===== src/rtl/btn_event_ctrl.sv =====
// Push-button front end: 2-FF synchronisers, tick-paced debouncers, press
// detection and a round-robin arbiter serialising presses onto a valid/ready port.
module btn_event_ctrl #(
  parameter int N_BTN    = 4,
  parameter int ID_W     = 2,
  parameter int TICK_DIV = 1000,
  parameter int DB_COUNT = 25
) (
  input  logic             clk,
  input  logic             rst,
  input  logic [N_BTN-1:0] btn_in,
  output logic [N_BTN-1:0] btn_level,
  output logic             evt_valid,
  output logic [ID_W-1:0]  evt_id,
  input  logic             evt_ready,
  output logic             overrun
);

  localparam int PS_W  = (TICK_DIV > 1) ? $clog2(TICK_DIV) : 1;
  localparam int CNT_W = (DB_COUNT > 1) ? $clog2(DB_COUNT) : 1;
  localparam logic [PS_W-1:0]  PS_LAST  = PS_W'(TICK_DIV - 1);
  localparam logic [CNT_W-1:0] CNT_LAST = CNT_W'(DB_COUNT - 1);
  localparam logic [ID_W-1:0]  ID_LAST  = ID_W'(N_BTN - 1);

  typedef enum logic {IDLE, OFFER} state_t;

  state_t             state, state_nxt;
  logic [N_BTN-1:0]   sync_p0, sync_p1;
  logic [PS_W-1:0]    ps_cnt;
  logic               tick;
  logic [CNT_W-1:0]   db_cnt [N_BTN];
  logic [N_BTN-1:0]   level_p2;
  logic [N_BTN-1:0]   rise;
  logic [N_BTN-1:0]   pending, pending_nxt, clr;
  logic               ovr_set;
  logic [ID_W-1:0]    rr_ptr, rr_nxt, sel_id;
  logic               load, hs;

  // Stage p0/p1: metastability synchroniser
  always_ff @(posedge clk) begin
    if (rst) begin
      sync_p0 <= '0;
      sync_p1 <= '0;
    end else begin
      sync_p0 <= btn_in;
      sync_p1 <= sync_p0;
    end
  end

  assign tick = (ps_cnt == PS_LAST);

  always_ff @(posedge clk) begin
    if (rst)       ps_cnt <= '0;
    else if (tick) ps_cnt <= '0;
    else           ps_cnt <= ps_cnt + PS_W'(1);
  end

  // Stage p2: debounced level; any agreeing sample restarts the count
  always_ff @(posedge clk) begin
    if (rst) begin
      btn_level <= '0;
      for (int i = 0; i < N_BTN; i++) db_cnt[i] <= '0;
    end else if (tick) begin
      for (int i = 0; i < N_BTN; i++) begin
        if (sync_p1[i] == btn_level[i]) begin
          db_cnt[i] <= '0;
        end else if (db_cnt[i] == CNT_LAST) begin
          btn_level[i] <= sync_p1[i];
          db_cnt[i]    <= '0;
        end else begin
          db_cnt[i] <= db_cnt[i] + CNT_W'(1);
        end
      end
    end
  end

  assign rise = btn_level & ~level_p2;

  // Stage p3: pending presses; a new press in its own handshake cycle wins
  always_comb begin
    clr = '0;
    if (hs) clr = N_BTN'(1) << evt_id;
    pending_nxt = (pending & ~clr) | rise;
    ovr_set     = |(rise & pending & ~clr);
  end

  // Round-robin pick: first pending bit at or above rr_ptr, wrapping modulo N_BTN
  always_comb begin
    sel_id = '0;
    for (int r = 0; r < N_BTN; r++) begin
      if (rr_ptr == ID_W'(r)) begin
        for (int k = N_BTN - 1; k >= 0; k--) begin
          if (pending[(r + k) % N_BTN]) sel_id = ID_W'((r + k) % N_BTN);
        end
      end
    end
  end

  assign rr_nxt = (evt_id == ID_LAST) ? '0 : evt_id + ID_W'(1);

  always_ff @(posedge clk) begin
    if (rst) state <= IDLE;
    else     state <= state_nxt;
  end

  always_comb begin
    state_nxt = state;
    load      = 1'b0;
    hs        = 1'b0;
    case (state)
      IDLE: begin
        if (|pending) begin
          state_nxt = OFFER;
          load      = 1'b1;
        end
      end
      OFFER: begin
        if (evt_ready) begin
          state_nxt = IDLE;
          hs        = 1'b1;
        end
      end
      default: state_nxt = IDLE;
    endcase
  end

  always_ff @(posedge clk) begin
    if (rst) begin
      level_p2 <= '0;
      pending  <= '0;
      overrun  <= 1'b0;
      evt_id   <= '0;
      rr_ptr   <= '0;
    end else begin
      level_p2 <= btn_level;
      pending  <= pending_nxt;
      if (ovr_set) overrun <= 1'b1;
      if (load)    evt_id  <= sel_id;
      if (hs)      rr_ptr  <= rr_nxt;
    end
  end

  assign evt_valid = (state == OFFER);

endmodule


===== config.mk =====
export PLATFORM = sky130hd
export DESIGN_NAME = btn_event_ctrl
export DESIGN_NICKNAME = d
export VERILOG_FILES = /design/src/rtl/btn_event_ctrl.sv
export SDC_FILE = /design/constraint.sdc
export NUM_CORES = 1
export LEC_CHECK = 0
export ABC_CLOCK_PERIOD_IN_PS = 3100
export BUFFER_PORTS_ARGS = -buffer_cell sky130_fd_sc_hd__buf_2
export CAP_MARGIN = 20
export CORE_ASPECT_RATIO = 1.75
export CORE_UTILIZATION = 50
export DETAILED_ROUTE_END_ITERATION = 6
export PLACE_DENSITY = 0.64
export SLEW_MARGIN = 20
export SYNTH_ARGS = -nofsm -noshare
export SYNTH_HDL_FRONTEND = slang
export SYNTH_SLANG_ARGS = --single-unit
export TNS_END_PERCENT = 20

===== constraint.sdc =====
create_clock -name clk -period 3.1 [get_ports clk]
set_input_delay 0.62 -clock clk [delete_from_list [all_inputs] [get_ports clk]]
set_output_delay 0.62 -clock clk [all_outputs]
set_load 0.02 [all_outputs]

Word-level counts from Yosys, hierarchy flattened
Memories as Yosys holds them, arrays and structs flattened.
Index checks and enable logic that the tools add are counted.

word-level totals
  flip-flop bits (word level) = 36
  latch bits = 0
  bits in writable memories = 20
  ROM bits = 0
  input port bits = 7
  memories = 1

memories
  memory  words  width  read ports  clocked after memory_dff  wr ports  line  source
  db_cnt  4      5      4           0                         4         31    logic [CNT_W-1:0] db_cnt [N_BTN];

cells by class
  add/subtract/negate cells = 6
  multiply operators = 0
  div/mod/pow operators = 0
  magnitude comparators = 0
  equal/unequal tests = 13
  shift-type cells = 1
  muxes and demuxes = 98
  bitwise logic cells = 24
  reductions and logical operators = 8

operators with widths
  cell                                             count
  two-way mux 1 bit                                63
  two-way mux 5 bit                                12
  two-way mux 2 bit                                21
  adder 5 x 1 -> 5 bit, second input constant      4
  == test 5 bit, second input constant             4
  bitwise AND 4 bit                                4
  OR 1 bit                                         12
  AND reduction 3 bit                              4
  adder 10 x 1 -> 10 bit, second input constant    1
  == test 10 bit, second input constant            1
  inverter 4 bit                                   2
  OR reduction 4 bit                               2
  == test 2 bit, second input constant             3
  inverter 1 bit                                   5
  == test 1 bit                                    4
  two-way mux 4 bit                                1
  OR 4 bit                                         1
  << shifter 1 x 2 -> 4 bit, first input constant  1
  adder 2 x 1 -> 2 bit, second input constant      1
  == test 2 x 1 -> 1 bit, second input constant    1
  logical NOT 2 bit                                1
  one-hot mux 1 bit (2 select lines)               1
  OR reduction 2 bit                               1

Longest topological paths before layout
Gate-level depths: netlist (run 1).

  word-level depth = 20
  mapped depth = 5

Least setup slack after synthesis (run 1)
OpenSTA, ideal clock, no wires.

  kind = input port to flip-flop
  start = input rst
  end = memory db_cnt[0][0] in the netlist's numbering, enable pin
  setup time = 0.384 ns
  arrival = 1.538 ns
  data required time = 2.716 ns
  path slack = 1.178 ns
  stages = 2
  cells stage by stage = clkbuf_1 nand2b_1

RTL lines
  what             line  source
  start, declared  10    input logic rst,
  end, declared    31

==> results of run 1 <==
worst paths after layout:
check            endpoint
min reg2reg    sync_p1[1]
max          db_cnt[1][3]
max reg2reg  db_cnt[1][3]
min            sync_p1[1]
synth_stat cells, types with 2 or more instances:
cell and number:
nor2_1 37, dfxtp_1 36, inv_1 23, edfxtp_1 20
nor2b_1 16, nand3_1 15, xor2_1 14, a21oi_1 13
ha_1 13, nand2_1 11, o21ai_0 7, xnor2_1 7
clkbuf_1 4, nand3_4 4, nand4b_1 4, o41ai_1 4
a31oi_1 3, a211oi_1 2, nand2b_1 2, nor3_1 2
final cells by class:
| class | count | area, µm² | area share (%) |
|---|---|---|---|
| sequential | 56 | 1320 | 47.2 |
| multi-input combinational | 169 | 1150 | 41.1 |
| clock buffer | 7 | 87.6 | 3.13 |
| inverter | 23 | 86.3 | 3.09 |
| timing repair buffer | 15 | 77.6 | 2.77 |
| tap | 54 | 67.6 | 2.42 |
| clock inverter | 1 | 6.26 | 0.224 |
critical path, cell delays in order (launching register included):
cell      delay [ns]
dfxtp_1         0.37
ha_1            0.33
nand4_4         0.21
nand2b_1        0.27
buf_4           0.31
state kept, by name, summed over array words and instances, names as in the netlist:
name	cells
pending	4
overrun	1
rr_ptr	2
level_p2	4
sync_p1	4
btn_level	4
evt_valid	1
ps_cnt	10
evt_id	2
sync_p0	4
db_cnt	20
where the power goes:
group,switching [mW],total [mW],internal [mW]
logic,0.0339,0.0598,0.0259
clock network,0.222,0.408,0.186
registers,0.0197,0.802,0.782
cells by family after synthesis:
| logic type | Yosys count | share of synthesized area (%) |
|---|---|---|
| AO/OA/AOI/OAI | 34 | 8.10 |
| XOR/XNOR | 21 | 7.13 |
| adder cells (fa/ha/maj) | 13 | 6.30 |
| buffers and inverters | 28 | 4.22 |
| flip-flops | 56 | 51.2 |
| multiplexers | 1 | 0.388 |
| AND/OR/NAND/NOR | 100 | 22.6 |
per-stage QoR:
step                utilization [%]  power (mW)  setup WS, ns  std cells  area (µm²)
floorplan                         -       0.862          1.18        253        2580
global placement               54.3       0.878          1.02        317        2700
detailed placement             54.3       0.879          1.01        317        2700
CTS                            56.2        1.29          1.26        325        2800
global route                   56.2        1.32          1.14        325        2800
finish                         56.2        1.27          1.31        325        2800
routing by layer:
metal | vias up | wire length, µm | GRT usage, %
met3 | 10 | 89 | 3.34
met4 | 0 | 119 | 8.07
met1 | 798 | 1800 | 18.8
met2 | 20 | 2230 | 31.1
met5 | - | 0 | 0
li1 | 902 | - | -
==> run_results.csv, run 1 <==
group,metric,value,unit
outcome,status,"complete, no violations",
clocking,htreeDepth,2,
yosys,synth_top_area_share,27.9,%
sta,timing.fmax,558,MHz
layout,fillers,466,
sta,finalCritPeriodShare,57.8,%
clocking,clk_pin_slew,0.09,ns
floorplan,row_count,34,
floorplan,initial_core_util,51.8,%
grt,track_usage,17.2,%
routing,drt-pass1-iter-count,4,
sta,final.setup_skew,0.0114,ns
yosys,syn_area,0.00258,mm²
layout,diodes,0,
clocking,cts_made_buffers,5,
clocking,clock_latency,0.30,ns
placement,gp_congestion,0.772,
yosys,synthTopCellsByArea,"dfxtp_1 (28%), edfxtp_1 (23%), ha_1 (6.3%), nor2_1 (5.4%), xor2_1 (4.8%)",
yosys,synth_edf_count,20,
yosys,postSynth.asyncResetShare,0,%
min_path,min-delay-start,"sync_p0[1]",
critical_path,critPathCaptureType,"register",
sta,worst_slew_pin_slew,0.729,ns
routing,antenna_left,0,
layout,final_common_cell,"nor2_1",
power,vdd_drop_max,0.414,mV
clocking,cts_root_buffer,"clkbuf_8",
floorplan,fp.dieH,97.0,µm
critical_path,cp_max_fo,19,
critical_path,r2r-start,"ps_cnt[0]",
grt,grt_pass1_wl,7400,µm
placement,post-dp-hpwl,3190,µm
floorplan,core_area,0.00498,mm²
routing,route.detailed.drc,0,
yosys,synth-seq-area-share,51.2,%
yosys,syn-instance-count,253,
grt,grt_pass1_vias,1685,
placement,port_buffers,14,
sta,period_minus_slack,1.79,ns
power,powerDensity,454,mW/mm²
routing,vias_per_cell,5.32,
layout,fin_nets,290,
floorplan,ioPinCount,15,
critical_path,path_class,"register to register",
yosys,synth-seq-cells,56,
routing,drt_iter0_drc,41,
floorplan,die_w,56.3,µm
critical_path,crit_required,3.09,ns
yosys,synth_flop_cell,"dfxtp_1",
sta,finalHoldViolCount,0,
sta,relSlewSlack,51.0,%
min_path,whs_path_depth,1,
yosys,synth_cell_types,36,
job,drv_cap,0,
floorplan,die-area,0.00546,mm²
clocking,cts-hold-fix-buffers,0,
grt,grt_antenna_before_repair,0,
critical_path,rr_worst_depth,4,
critical_path,critPathLaunch,"ps_cnt[0]",
grt,grt_max_degree,34,
yosys,yosys_warnings,0,
sta,rsz0062_at_grt,"false",
sta,drv_slew,0,
yosys,yosys.area.top_type,"dfxtp_1",
yosys,syn_avg_cell_area,10.2,µm²
critical_path,crit_arrival,1.79,ns
routing,wirelength,4240,µm
routing,routedWlPerCell,13.0,µm
min_path,hold_class,"register to register",
yosys,syn-num-nets,273,
power,power.leakage,1.07,nW
clocking,cts_num_sinks,56,
clocking,tritoncts,"yes",
clocking,clockBufferDepth,2,
layout,drive_gt1_share,11.8,%
routing,vias,1730,
clocking,cts.repair.resized,0,
sta,holdWs,0.448,ns
grt,grt_overflow,0,
layout,final_cell_mix,"nor2_1 (37), dfxtp_1 (36), inv_1 (23)",
critical_path,start_kind,"register",
critical_path,ff2ff_setup_slack,1.31,ns
sta,setup_viol,0,
clocking,post_cts_buffers,0,
layout,area_growth_syn_to_layout,8.39,%
sta,fin_tns_setup,0,ns
Power figures use the tool's default switching activity.
==> inputs of run 2 (changes only) <==
--- a/config.mk
+++ b/config.mk
@@ -5,7 +5,7 @@
 export SDC_FILE = /design/constraint.sdc
 export NUM_CORES = 1
 export LEC_CHECK = 0
-export ABC_CLOCK_PERIOD_IN_PS = 3100
+export ABC_CLOCK_PERIOD_IN_PS = 1700
 export BUFFER_PORTS_ARGS = -buffer_cell sky130_fd_sc_hd__buf_2
 export CAP_MARGIN = 20
 export CORE_ASPECT_RATIO = 1.75
==> constraint.sdc (replaced) <==
create_clock -name clk -period 1.7 [get_ports clk]
set_input_delay 0.34 -clock clk [delete_from_list [all_inputs] [get_ports clk]]
set_output_delay 0.34 -clock clk [all_outputs]
set_load 0.02 [all_outputs]
==> run 2 against run 1 <==
Cell area up 2.6%. Sequential share of layout area down 1.2 points. Flip-flop and latch count unchanged. Clock power up 100%. Setup slack worse by 1.1 ns. Final cell count up 1.5%. Global-route usage up 0.56 points. Combinational power up 110%. Core utilization up 1.5 points. Non-clock buffer count up 7. Clock skew down 0.0019 ns.
==> run_results.csv, run 2 (same netlist as run 1, synthesis figures left out) <==
group,metric,value,unit
clocking,clock_latency,0.30,ns
floorplan,ioPinCount,15,
critical_path,r2r-end,"db_cnt[0][4]",
layout,drive_gt1_share,13.8,%
layout,multi_input_area,0.00115,mm²
layout,fin_nets,297,
clocking,tritoncts,"yes",
routing,vias,1797,
layout,largest_register_ffs,20,
layout,final_common_cell,"nor2_1",
routing,routedWlPerCell,13.5,µm
power,power.leakage,1.11,nW
sta,finalHoldViolCount,0,
sta,fin_tns_setup,0,ns
critical_path,critPathLaunch,"ps_cnt[0]",
critical_path,cp_max_fo,5,
floorplan,row_count,34,
critical_path,critPathCaptureType,"register",
floorplan,die-area,0.00546,mm²
critical_path,crit_arrival,1.63,ns
routing,route.detailed.drc,0,
clocking,post_cts_buffers,0,
routing,antenna_left,0,
layout,diodes,0,
critical_path,path_class,"register to register",
sta,rsz0062_at_grt,"false",
floorplan,die_w,56.3,µm
layout,fillers,453,
layout,area_growth_syn_to_layout,11.2,%
layout,regArea,0.00132,mm²
sta,final.setup_skew,0.00955,ns
grt,grt_overflow,0,
critical_path,r2r-start,"ps_cnt[0]",
routing,drt-pass1-iter-count,4,
job,drv_cap,0,
min_path,whs_path_depth,2,
min_path,hold_class,"input pin to register",
critical_path,rr_worst_depth,5,
critical_path,crit_required,1.87,ns
layout,regMostFlops,"db_cnt",
placement,post-dp-hpwl,3350,µm
critical_path,worstSetupEndpoint,"db_cnt[0][4]",
floorplan,initial_core_util,51.8,%
grt,grt_max_degree,17,
grt,track_usage,17.8,%
grt,grt_pass1_vias,1799,
sta,worst_slew_pin_slew,0.310,ns
sta,relSlewSlack,79.1,%
sta,setup_viol,0,
critical_path,ff2ff_setup_slack,0.23,ns
sta,finalCritPeriodShare,86.2,%
clocking,clk_pin_slew,0.10,ns
grt,grt_pass1_wl,7740,µm
power,power,2.40,mW
layout,top_regs,"db_cnt (20), ps_cnt (10)",
clocking,htreeDepth,2,
placement,gp_congestion,0.791,
layout,final_cell_mix,"nor2_1 (37), dfxtp_1 (36), inv_1 (23)",
power,powerDensity,836,mW/mm²
clocking,cts-hold-fix-buffers,0,
critical_path,start_kind,"register",
sta,timing.fmax,683,MHz
clocking,cts.repair.resized,0,
routing,vias_per_cell,5.45,
routing,wirelength,4440,µm
placement,port_buffers,14,
sta,period_minus_slack,1.47,ns
routing,drt_iter0_drc,43,
clocking,cts_made_buffers,5,
power,vdd_drop_max,0.626,mV
floorplan,fp.dieH,97.0,µm
outcome,status,"complete, no violations",
clocking,cts_num_sinks,56,
clocking,clockBufferDepth,2,
sta,drv_slew,0,
clocking,cts_root_buffer,"clkbuf_8",
grt,grt_antenna_before_repair,0,
floorplan,core_area,0.00498,mm²
## run 2: cell types whose count changed in the layout (fill, tap and decap cells not counted)
cell,before,now
nand2b_1,2,1
nand2b_2,0,1
bufinv_16,0,1
clkbuf_8,6,5
buf_12,0,1
buf_4,1,7
clkbuf_2,1,0
inv_4,1,0
## run 2: worst min-delay path by stage
| stage | start | slack (ns) | end |
|---|---|---|---|
| 3_5_place_dp | sync_p0[0] | 0.42 | sync_p1[0] |
| 2_1_floorplan | sync_p0[0] | 0.41 | sync_p1[0] |
| 5_1_grt | btn_in[0] | 0.24 | sync_p0[0] |
| 6_report | btn_in[3] | 0.24 | sync_p0[3] |
| 4_1_cts | btn_in[0] | 0.24 | sync_p0[0] |
| 3_3_place_gp | sync_p0[0] | 0.42 | sync_p1[0] |
## run 2: cell type report
cell class	instances	share of cell area, %
flip-flops and latches	56	46.1
inverters	23	3.01
multi-input cells	169	40.2
well taps	54	2.35
repair buffers	22	4.97
clock buffers	5	2.40
clock inverters	1	1.05
## run 2: metrics by stage
| stage | setup slack [ns] | cell area, µm² | hold slack (ns) | util (%) | cells |
|---|---|---|---|---|---|
| finish | 0.235 | 2870 | 0.241 | 57.6 | 330 |
| global route | 0.127 | 2870 | 0.236 | 57.6 | 330 |
| CTS | 0.205 | 2870 | 0.244 | 57.6 | 330 |
| detailed placement | 0.233 | 2770 | 0.420 | 55.7 | 324 |
| global placement | 0.264 | 2770 | 0.420 | 55.7 | 324 |
| floorplan | 0.186 | 2580 | 0.414 | - | 253 |
## run 2: report_power, final
part           switching (mW)  internal, mW  total, mW
clock network           0.390         0.423      0.814
registers              0.0359          1.43       1.46
logic                  0.0667        0.0572      0.124
total                   0.493          1.91       2.40
## run 2: worst max-delay path, cell delays in order (launching register included)
cell	delay (ns)
dfxtp_1	0.36
ha_1	0.25
nand2_1	0.07
and4bb_4	0.42
nand3_4	0.12
nor2_1	0.13
## run 2: layer usage
layer  vias to the layer above  wire, µm  GRT usage (%)
met4                         0        84           7.13
met2                        29      2450           33.2
li1                        906         -              -
met1                       854      1810           19.0
met5                         -         0              0
met3                         8       100           3.34
==> inputs of run 3 (changes only) <==
--- a/config.mk
+++ b/config.mk
@@ -6,14 +6,13 @@
 export NUM_CORES = 1
 export LEC_CHECK = 0
 export ABC_CLOCK_PERIOD_IN_PS = 1700
-export BUFFER_PORTS_ARGS = -buffer_cell sky130_fd_sc_hd__buf_2
 export CAP_MARGIN = 20
 export CORE_ASPECT_RATIO = 1.75
 export CORE_UTILIZATION = 50
 export DETAILED_ROUTE_END_ITERATION = 6
-export PLACE_DENSITY = 0.64
+export DONT_BUFFER_PORTS = 1
+export PLACE_DENSITY = 0.62
 export SLEW_MARGIN = 20
 export SYNTH_ARGS = -nofsm -noshare
 export SYNTH_HDL_FRONTEND = slang
 export SYNTH_SLANG_ARGS = --single-unit
-export TNS_END_PERCENT = 20
==> run 3 against run 2 <==
First-iteration DRC count increased by 12%. Setup slack got worse by 0.092 ns. Die area unchanged.
==> run_results.csv, run 3 (same netlist as run 1, synthesis figures left out) <==
group,metric,value,unit
sta,fin_tns_setup,0,ns
layout,fillers,466,
clocking,clock_latency,0.31,ns
layout,regArea,0.00132,mm²
sta,drv_slew,0,
floorplan,initial_core_util,51.8,%
clocking,cts_made_buffers,5,
sta,period_minus_slack,1.56,ns
grt,top_usage_layer,"met2",
clocking,clk_pin_slew,0.10,ns
grt,grt_util_met3,4.14,%
floorplan,die-area,0.00546,mm²
grt,grt_overflow,0,
clocking,tritoncts,"yes",
critical_path,path_class,"register to register",
grt,grt_pass1_vias,1776,
layout,final_common_cell,"nor2_1",
floorplan,fp.dieH,97.0,µm
critical_path,crit_required,1.87,ns
sta,rsz0062_at_grt,"false",
floorplan,core_area,0.00498,mm²
sta,relSlewSlack,77.0,%
clocking,cts_root_buffer,"clkbuf_8",
grt,met2_usage,31.5,%
layout,diodes,0,
sta,worst_slew_pin_slew,0.344,ns
grt,track_usage,17.6,%
routing,drt_iter0_drc,48,
layout,regMostFlops,"db_cnt",
placement,place_area,0.00269,mm²
layout,multi_input_area,0.00115,mm²
outcome,status,"complete, no violations",
min_path,min-delay-start,"rst",
clocking,cts_num_sinks,56,
placement,port_buffers,0,
power,vdd_drop_max,0.750,mV
critical_path,critPathCaptureType,"register",
layout,final_cell_mix,"nor2_1 (37), dfxtp_1 (36), inv_1 (23)",
sta,final.setup_skew,0.0146,ns
power,powerDensity,830,mW/mm²
layout,fin_nets,281,
sta,setup_ws,0.142,ns
min_path,whs_path_depth,1,
layout,largest_register_ffs,20,
clocking,post_cts_buffers,0,
critical_path,start_kind,"register",
sta,timing.fmax,642,MHz
routing,drt-pass1-iter-count,4,
job,drv_cap,0,
floorplan,die_w,56.3,µm
clocking,cts-hold-fix-buffers,0,
sta,finalHoldViolCount,0,
grt,grt_max_degree,34,
critical_path,r2r-start,"ps_cnt[0]",
critical_path,crit_arrival,1.72,ns
critical_path,r2r-end,"db_cnt[1][4]",
routing,routedWlPerCell,13.5,µm
power,power.leakage,1.03,nW
routing,vias_per_cell,5.39,
clocking,htreeDepth,2,
clocking,cts.repair.resized,0,
grt,grtUsageMet1,19.0,%
grt,grt_pass1_wl,7540,µm
floorplan,row_count,34,
clocking,clockBufferDepth,2,
layout,final_area,0.00278,mm²
critical_path,rr_worst_depth,5,
routing,route.detailed.drc,0,
min_path,hold_class,"input pin to register",
layout,final_core_util,55.8,%
grt,grt_antenna_before_repair,0,
critical_path,ff2ff_setup_slack,0.14,ns
placement,post-dp-hpwl,3110,µm
routing,antenna_left,0,
layout,area_growth_syn_to_layout,7.66,%
placement,gp_congestion,0.788,
layout,top_regs,"db_cnt (20), ps_cnt (10)",
sta,finalCritPeriodShare,91.6,%
placement,dp_slack,0.160,ns
routing,wirelength,4260,µm
sta,setup_viol,0,
layout,drive_gt1_share,8.78,%
routing,vias,1702,
floorplan,ioPinCount,15,
min_path,whs_endpoint,"sync_p0[1]",
critical_path,cp_max_fo,6,
## run 3: cell count changes in the layout (fill, tap and decap cells not counted)
cell / delta
bufinv_16: -1
inv_4: +1
buf_2: -14
clkbuf_1: +1
buf_4: -2
clkbuf_8: +1
## run 3: area by class of cell
cell class	instances	share of cell area, %
Clock buffer	7	3.11
Tap cell	54	2.43
Timing Repair Buffer	6	2.07
Clock inverter	1	0.225
Inverter	23	3.11
Multi-Input combinational cell	169	41.5
Sequential cell	56	47.6
## run 3: how the worst max path moves through the flow
| stage | from | to | slack (ns) | cells after the start |
|---|---|---|---|---|
| finish | ps_cnt[0] | db_cnt[1][4] | 0.14 | 5 |
| global route | ps_cnt[0] | db_cnt[0][2] | 0.03 | 5 |
| CTS | ps_cnt[0] | db_cnt[1][4] | 0.13 | 5 |
| detailed placement | ps_cnt[0] | db_cnt[2][3] | 0.16 | 5 |
| global placement | ps_cnt[0] | db_cnt[1][2] | 0.20 | 5 |
| floorplan | ps_cnt[5] | db_cnt[0][0] | 0.19 | 3 |
## run 3: per-layer routing
metal	part of all wire, %	wire length (µm)
met2	52	2230
met1	42	1780
met4	2.4	102
met5	0	0
met3	3.3	140
## run 3: worst max-delay path, cell delays in order (launching register included)
cell and delay (ns):
dfxtp_1 0.36, ha_1 0.31, nand2_1 0.08, and4bb_4 0.41
nand3_4 0.12, nor2_1 0.13
## run 3: per-stage QoR
step	hold slack, ns	total power [mW]	std cells
6_report	0.0924	2.30	316
4_1_cts	0.0795	2.33	316
3_3_place_gp	0.414	1.59	308
5_1_grt	0.0710	2.39	316
2_1_floorplan	0.414	1.57	253
3_5_place_dp	0.415	1.59	308
## run 3: where the power goes
part	switching [mW]	internal, mW	leakage, nW
logic	0.0513	0.0480	0.500
registers	0.0345	1.43	0.482
clock network	0.412	0.333	0.0488
total	0.498	1.81	1.03
